### src/rtl/clkgen_rst_seq_pkg.sv
// Shared types and sizing helpers for the clock-generator reset sequencer.
package clkgen_rst_seq_pkg;

  typedef enum logic [1:0] {
    IDLE,
    STRETCH,
    RELEASE,
    RUN
  } rst_seq_state_e;

  function automatic int seq_cnt_width(input int stretch_cycles, input int gap_cycles);
    int m;
    m = (stretch_cycles > gap_cycles) ? stretch_cycles : gap_cycles;
    return $clog2(m + 1);
  endfunction

endpackage

### src/rtl/prim_flop_2sync.sv
// Two-flop synchronizer with a configurable reset value.
module prim_flop_2sync #(
  parameter int               Width      = 1,
  parameter logic [Width-1:0] ResetValue = '0
) (
  input  logic             i_clk,
  input  logic             i_rst,
  input  logic [Width-1:0] i_d,
  output logic [Width-1:0] o_q
);

  logic [Width-1:0] r_meta;
  logic [Width-1:0] r_sync;

  always_ff @(posedge i_clk or posedge i_rst) begin
    if (i_rst) begin
      r_meta <= ResetValue;
      r_sync <= ResetValue;
    end else begin
      r_meta <= i_d;
      r_sync <= r_meta;
    end
  end

  assign o_q = r_sync;

endmodule

### src/rtl/clkgen_rst_seq.sv
// Lock/reset sequencer: stretches a synchronized "ok" and releases domain resets in order.
// States: IDLE all held | STRETCH counting ok | RELEASE stepping stages | RUN all released.
module clkgen_rst_seq
  import clkgen_rst_seq_pkg::*;
#(
  parameter int NumStages     = 3,
  parameter int StretchCycles = 16,
  parameter int GapCycles     = 4,
  parameter int CntW          = 8
) (
  input  logic                 clk_i,
  input  logic                 rst_i,
  input  logic                 locked_i,
  input  logic                 rst_req_ni,
  input  logic                 srst_req_ni,
  output logic [NumStages-1:0] rst_no,
  output logic                 rst_done_o,
  output logic [CntW-1:0]      lock_loss_cnt_o
);

  localparam int                   CW          = seq_cnt_width(StretchCycles, GapCycles);
  localparam logic [CW-1:0]        StretchMax  = CW'(StretchCycles);
  localparam logic [CW-1:0]        GapMax      = CW'(GapCycles);
  localparam logic [NumStages-1:0] FirstStage  = NumStages'(1);

  logic w_locked_s, w_rst_req_ns, w_srst_req_ns, w_ok;

  prim_flop_2sync #(.Width(1), .ResetValue(1'b0)) u_sync_locked (
    .i_clk(clk_i), .i_rst(rst_i), .i_d(locked_i), .o_q(w_locked_s)
  );
  prim_flop_2sync #(.Width(1), .ResetValue(1'b0)) u_sync_rst_req (
    .i_clk(clk_i), .i_rst(rst_i), .i_d(rst_req_ni), .o_q(w_rst_req_ns)
  );
  prim_flop_2sync #(.Width(1), .ResetValue(1'b0)) u_sync_srst_req (
    .i_clk(clk_i), .i_rst(rst_i), .i_d(srst_req_ni), .o_q(w_srst_req_ns)
  );

  assign w_ok = w_locked_s & w_rst_req_ns & w_srst_req_ns;

  rst_seq_state_e        r_state, w_state_nxt;
  logic [CW-1:0]         r_cnt, w_cnt_nxt, w_cnt_inc;
  logic [NumStages-1:0]  r_rst_n, w_rst_n_nxt, w_rst_n_shift;
  logic                  r_done, w_done_nxt;
  logic [CntW-1:0]       r_llc, w_llc_nxt;

  assign w_cnt_inc     = r_cnt + CW'(1);
  assign w_rst_n_shift = NumStages'({r_rst_n, 1'b1});

  always_ff @(posedge clk_i or posedge rst_i) begin
    if (rst_i) begin
      r_state <= IDLE;
      r_cnt   <= '0;
      r_rst_n <= '0;
      r_done  <= 1'b0;
      r_llc   <= '0;
    end else begin
      r_state <= w_state_nxt;
      r_cnt   <= w_cnt_nxt;
      r_rst_n <= w_rst_n_nxt;
      r_done  <= w_done_nxt;
      r_llc   <= w_llc_nxt;
    end
  end

  always_comb begin
    w_state_nxt = r_state;
    w_cnt_nxt   = r_cnt;
    w_rst_n_nxt = r_rst_n;
    w_done_nxt  = r_done;
    w_llc_nxt   = r_llc;
    // Losing ok drops every stage at once from any state; no ordered assertion.
    if (!w_ok) begin
      w_state_nxt = IDLE;
      w_cnt_nxt   = '0;
      w_rst_n_nxt = '0;
      w_done_nxt  = 1'b0;
      if (r_state == RUN && !w_locked_s && r_llc != {CntW{1'b1}}) begin
        w_llc_nxt = r_llc + CntW'(1);
      end
    end else begin
      case (r_state)
        IDLE, STRETCH: begin
          if (w_cnt_inc >= StretchMax) begin
            w_cnt_nxt   = '0;
            w_rst_n_nxt = FirstStage;
            w_done_nxt  = &FirstStage;
            w_state_nxt = (&FirstStage) ? RUN : RELEASE;
          end else begin
            w_cnt_nxt   = w_cnt_inc;
            w_state_nxt = STRETCH;
          end
        end
        RELEASE: begin
          if (w_cnt_inc >= GapMax) begin
            w_cnt_nxt   = '0;
            w_rst_n_nxt = w_rst_n_shift;
            if (&w_rst_n_shift) begin
              w_state_nxt = RUN;
              w_done_nxt  = 1'b1;
            end
          end else begin
            w_cnt_nxt = w_cnt_inc;
          end
        end
        default: ;
      endcase
    end
  end

  assign rst_no          = r_rst_n;
  assign rst_done_o      = r_done;
  assign lock_loss_cnt_o = r_llc;

endmodule

### config.mk
export PLATFORM = sky130hd
export DESIGN_NAME = clkgen_rst_seq
export DESIGN_NICKNAME = d
export VERILOG_FILES = /design/src/rtl/clkgen_rst_seq_pkg.sv /design/src/rtl/prim_flop_2sync.sv /design/src/rtl/clkgen_rst_seq.sv
export SDC_FILE = /design/constraint.sdc
export NUM_CORES = 1
export LEC_CHECK = 0
export BUFFER_PORTS_ARGS = -buffer_cell sky130_fd_sc_hd__buf_2
export CORE_MARGIN = 2
export CORE_UTILIZATION = 55
export CTS_BUF_LIST = sky130_fd_sc_hd__clkbuf_4
export DETAILED_ROUTE_END_ITERATION = 12
export GPL_TIMING_DRIVEN = 0
export PLACE_DENSITY_LB_ADDON = 0.15
export SYNTH_ARGS = -nofsm -noshare
export SYNTH_HDL_FRONTEND = slang
export SYNTH_SLANG_ARGS = --single-unit
### constraint.sdc
create_clock -name clk_i -period 2.1 [get_ports clk_i]
set_clock_uncertainty 0.1 [all_clocks]
set_input_delay 0.42 -clock clk_i [delete_from_list [all_inputs] [get_ports clk_i]]
set_output_delay 0.42 -clock clk_i [all_outputs]
set_load 0.1 [all_outputs]
==> flow_summary.ini <==
[outcome]
status = completed

[final_layout]
diodes = 0
syn2layout_area_growth_pct = 12.3
nNetsFinal = 134
drive_gt1_share_pct = 27.8
fin_util_pct = 66.8

[pwr]
ir_worst_vdd_v = 0.000541
comb_power_share_pct = 2.8
power_switching_share_pct = 20.7
p_seq_share_pct = 67.3
power.leakage_uw = 0.000624
clkPwrFrac_pct = 29.9
p_per_area_mw_per_mm2 = 549
power_switching_uw = 152
internal_power_uw = 582

[logic_synthesis]
synth_edf_count = 0
synthAdderAreaFrac_pct = 2.10
synth_compound_area_share_pct = 11.9
synth_top_area_share_pct = 52.6
synthTopCellsByArea = dfrtp_1 (53%), nand3_1 (4.2%), nor2_1 (3.8%), a31oi_1 (2.6%), xnor2_1 (2.2%)
ys_types = 38
ys_ff_latch = 25
syn-cell-area_sq_mm = 0.00119
syn_area_per_cell_sq_um = 11.2
synth_nets = 113
synth_top_family_by_area = simple AND/OR/NAND/NOR gates
ys_dominant_reg_cell = dfrtp_1
synth.most_common_cell = dfrtp_1
synth.yosys.seq_area_share_pct = 52.6
postSynthCellCount = 106
ys_warn_count = 0
muxShareOfSynthArea_pct = 5.47
synth_xor_xnor_area_share_pct = 4.42
async_flop_share_pct = 100
synthSimpleGateAreaFrac_pct = 21.2
synth_commonest_cells = dfrtp_1 (25), nor2_1 (12), nand3_1 (10)
synth_top_area_cell = dfrtp_1

[floorplanning]
row_count = 16
die_x_um = 50.5
start_util_pct = 59.4
die_h_um = 50.5
core_sq_mm = 0.00200
dieArea_sq_mm = 0.00255
ios = 17

[global_routing]
overflow = 0
grt_pass1_wl_mm = 3.53
first_global_vias = 794
grtUsageTotal_pct = 18.4
grt_max_degree = 26
antenna_found_initial = 0

[setup_path]
max_stage_delay_ns = 0.46
arrival_ns = 1.88
start_kind = register
worst_setup_path_end_kind = register
critPathRequiredTime_ns = 2.21
cp_cell_sequence = ha_1, nand3_2, mux2i_4, and4_1, a32o_1
path_max_fanout = 7
path_class = reg -> reg
cp_slowest_cell = dfrtp_1

[sta]
timing.slew.headroom_pct = 40.1
grt_setup_unrepaired = false
slew_violations = 0
post-route-min-period_ns = 1.77
setup_viol_count_final = 0
report.final.hold_viol_count = 0
max_freq_mhz = 564
fin_crit_sh_pct = 84.4
setup_tns_ns = 0
fin_ws_ns = 0.328
worst_pin_slew_ns = 0.898

[route]
avgViaCountPerCell = 5.62
drt_pre_antenna_iters = 4
routedWlPerCell_um = 13.1
routed-via-count = 860
final_antenna_net_count = 0
drcViolationCount = 0
drt_iter0_drc = 15
route.final.wire_length_mm = 2.01

[clock_network]
cts_setup_buffers = 0
htreeDepth = 1
cts_buffers = 3
cts_max_path_buffers = 2
clock_latency_ns = 0.30
clk_pin_slew_ns = 0.13
cts_tree = built
ctsHoldBuffers = 0
clock-sinks = 25
post_cts_resized = 0
cts_root_buffer = clkbuf_4

[placement]
gp_congestion = 0.813
port-buffer-count = 16
post-dp-hpwl_mm = 1.49
place_worst_setup_slack_ns = 0.345

[min_path]
worstHoldPathType = in -> reg

[flow_run]
drv_cap = 0
per-stage QoR:
stage | total power [uW] | area, sq um | std cells | hold WS (ns)
after floorplan | 516 | 1190 | 106 | 0.231
after global placement | 524 | 1310 | 149 | 0.233
after detailed placement | 524 | 1310 | 149 | 0.238
after CTS | 739 | 1340 | 153 | 0.105
after global routing | 768 | 1340 | 153 | 0.0810
final | 734 | 1340 | 153 | 0.109
final timing paths:
check | from | to | slack [ns] | cells past startpoint
worst max-delay path | r_cnt[0] | rst_done_o | 0.33 | 5
worst min-delay path | srst_req_ni | u_sync_srst_req.r_meta | 0.11 | 1
worst max register to register | r_cnt[0] | rst_done_o | 0.33 | 5
worst min register to register | u_sync_locked.r_meta | u_sync_locked.o_q | 0.26 | 0
max in group asynchronous | rst_i | lock_loss_cnt_o[1] | 1.11 | 2
min in group asynchronous | rst_i | u_sync_srst_req.r_meta | 0.18 | 2
per-layer routing:
metal	up-vias	wire [um]	global-route usage, %
met4	0	13	4.05
met2	23	975	30.3
met3	2	81	3.57
li1	419	-	-
met5	-	0	0
met1	416	938	25.5
state kept, by name, summed over array words and instances, names as in the netlist:
name                    cells
rst_done_o                  1
u_sync_rst_req.o_q          1
lock_loss_cnt_o             8
rst_no                      3
u_sync_srst_req.o_q         1
r_state                     2
u_sync_locked.r_meta        1
u_sync_locked.o_q           1
u_sync_rst_req.r_meta       1
u_sync_srst_req.r_meta      1
r_cnt                       5
worst max-delay path, delay by kind of cell (launching register included):
family	cells	cell delay [ns]
and+or+nand+nor	2	0.38
AOI/OAI and AO/OA	1	0.22
muxes	1	0.24
DFF	1	0.46
adders and majority gates	1	0.27
placed cells by master (no fill, tap or decap), drive strengths merged, types with 3 or more instances in the layout:
cell,count
buf,17
mux2i,3
inv,4
xor2,3
dfrtp,25
xnor2,3
a21oi,3
nand3,12
a31oi,5
nor2,12
clkbuf,5
and3,3
nand2,5
final cells by class:
type	instances	area, sq um
buffer	2	12.5
clock buffer	4	30.0
fill	158	666
inverter	4	15.0
multi-input combinational	75	537
sequential	25	628
tap	27	33.8
timing repair buffer	16	80.1
kinds of logic (layout without fill, tap and decap cells):
logic type / after synthesis / in the layout
DFF: 25 / 25
and+or+nand+nor: 44 / 44
buffers and inverters: 6 / 26
AOI/OAI and AO/OA: 18 / 18
muxes: 5 / 5
adders and majority gates: 2 / 2
xor gates and xnor gates: 6 / 6
power groups by stage:
stage	Clock [uW]	Combinational, uW	Sequential (uW)
after floorplan	0	14.2	502
after global placement	0	20.8	503
after detailed placement	0	21.2	503
after CTS	224	21.2	494
after global routing	248	24.7	495
final	219	20.5	494
Note: power is estimated with default switching activity, not from simulation.
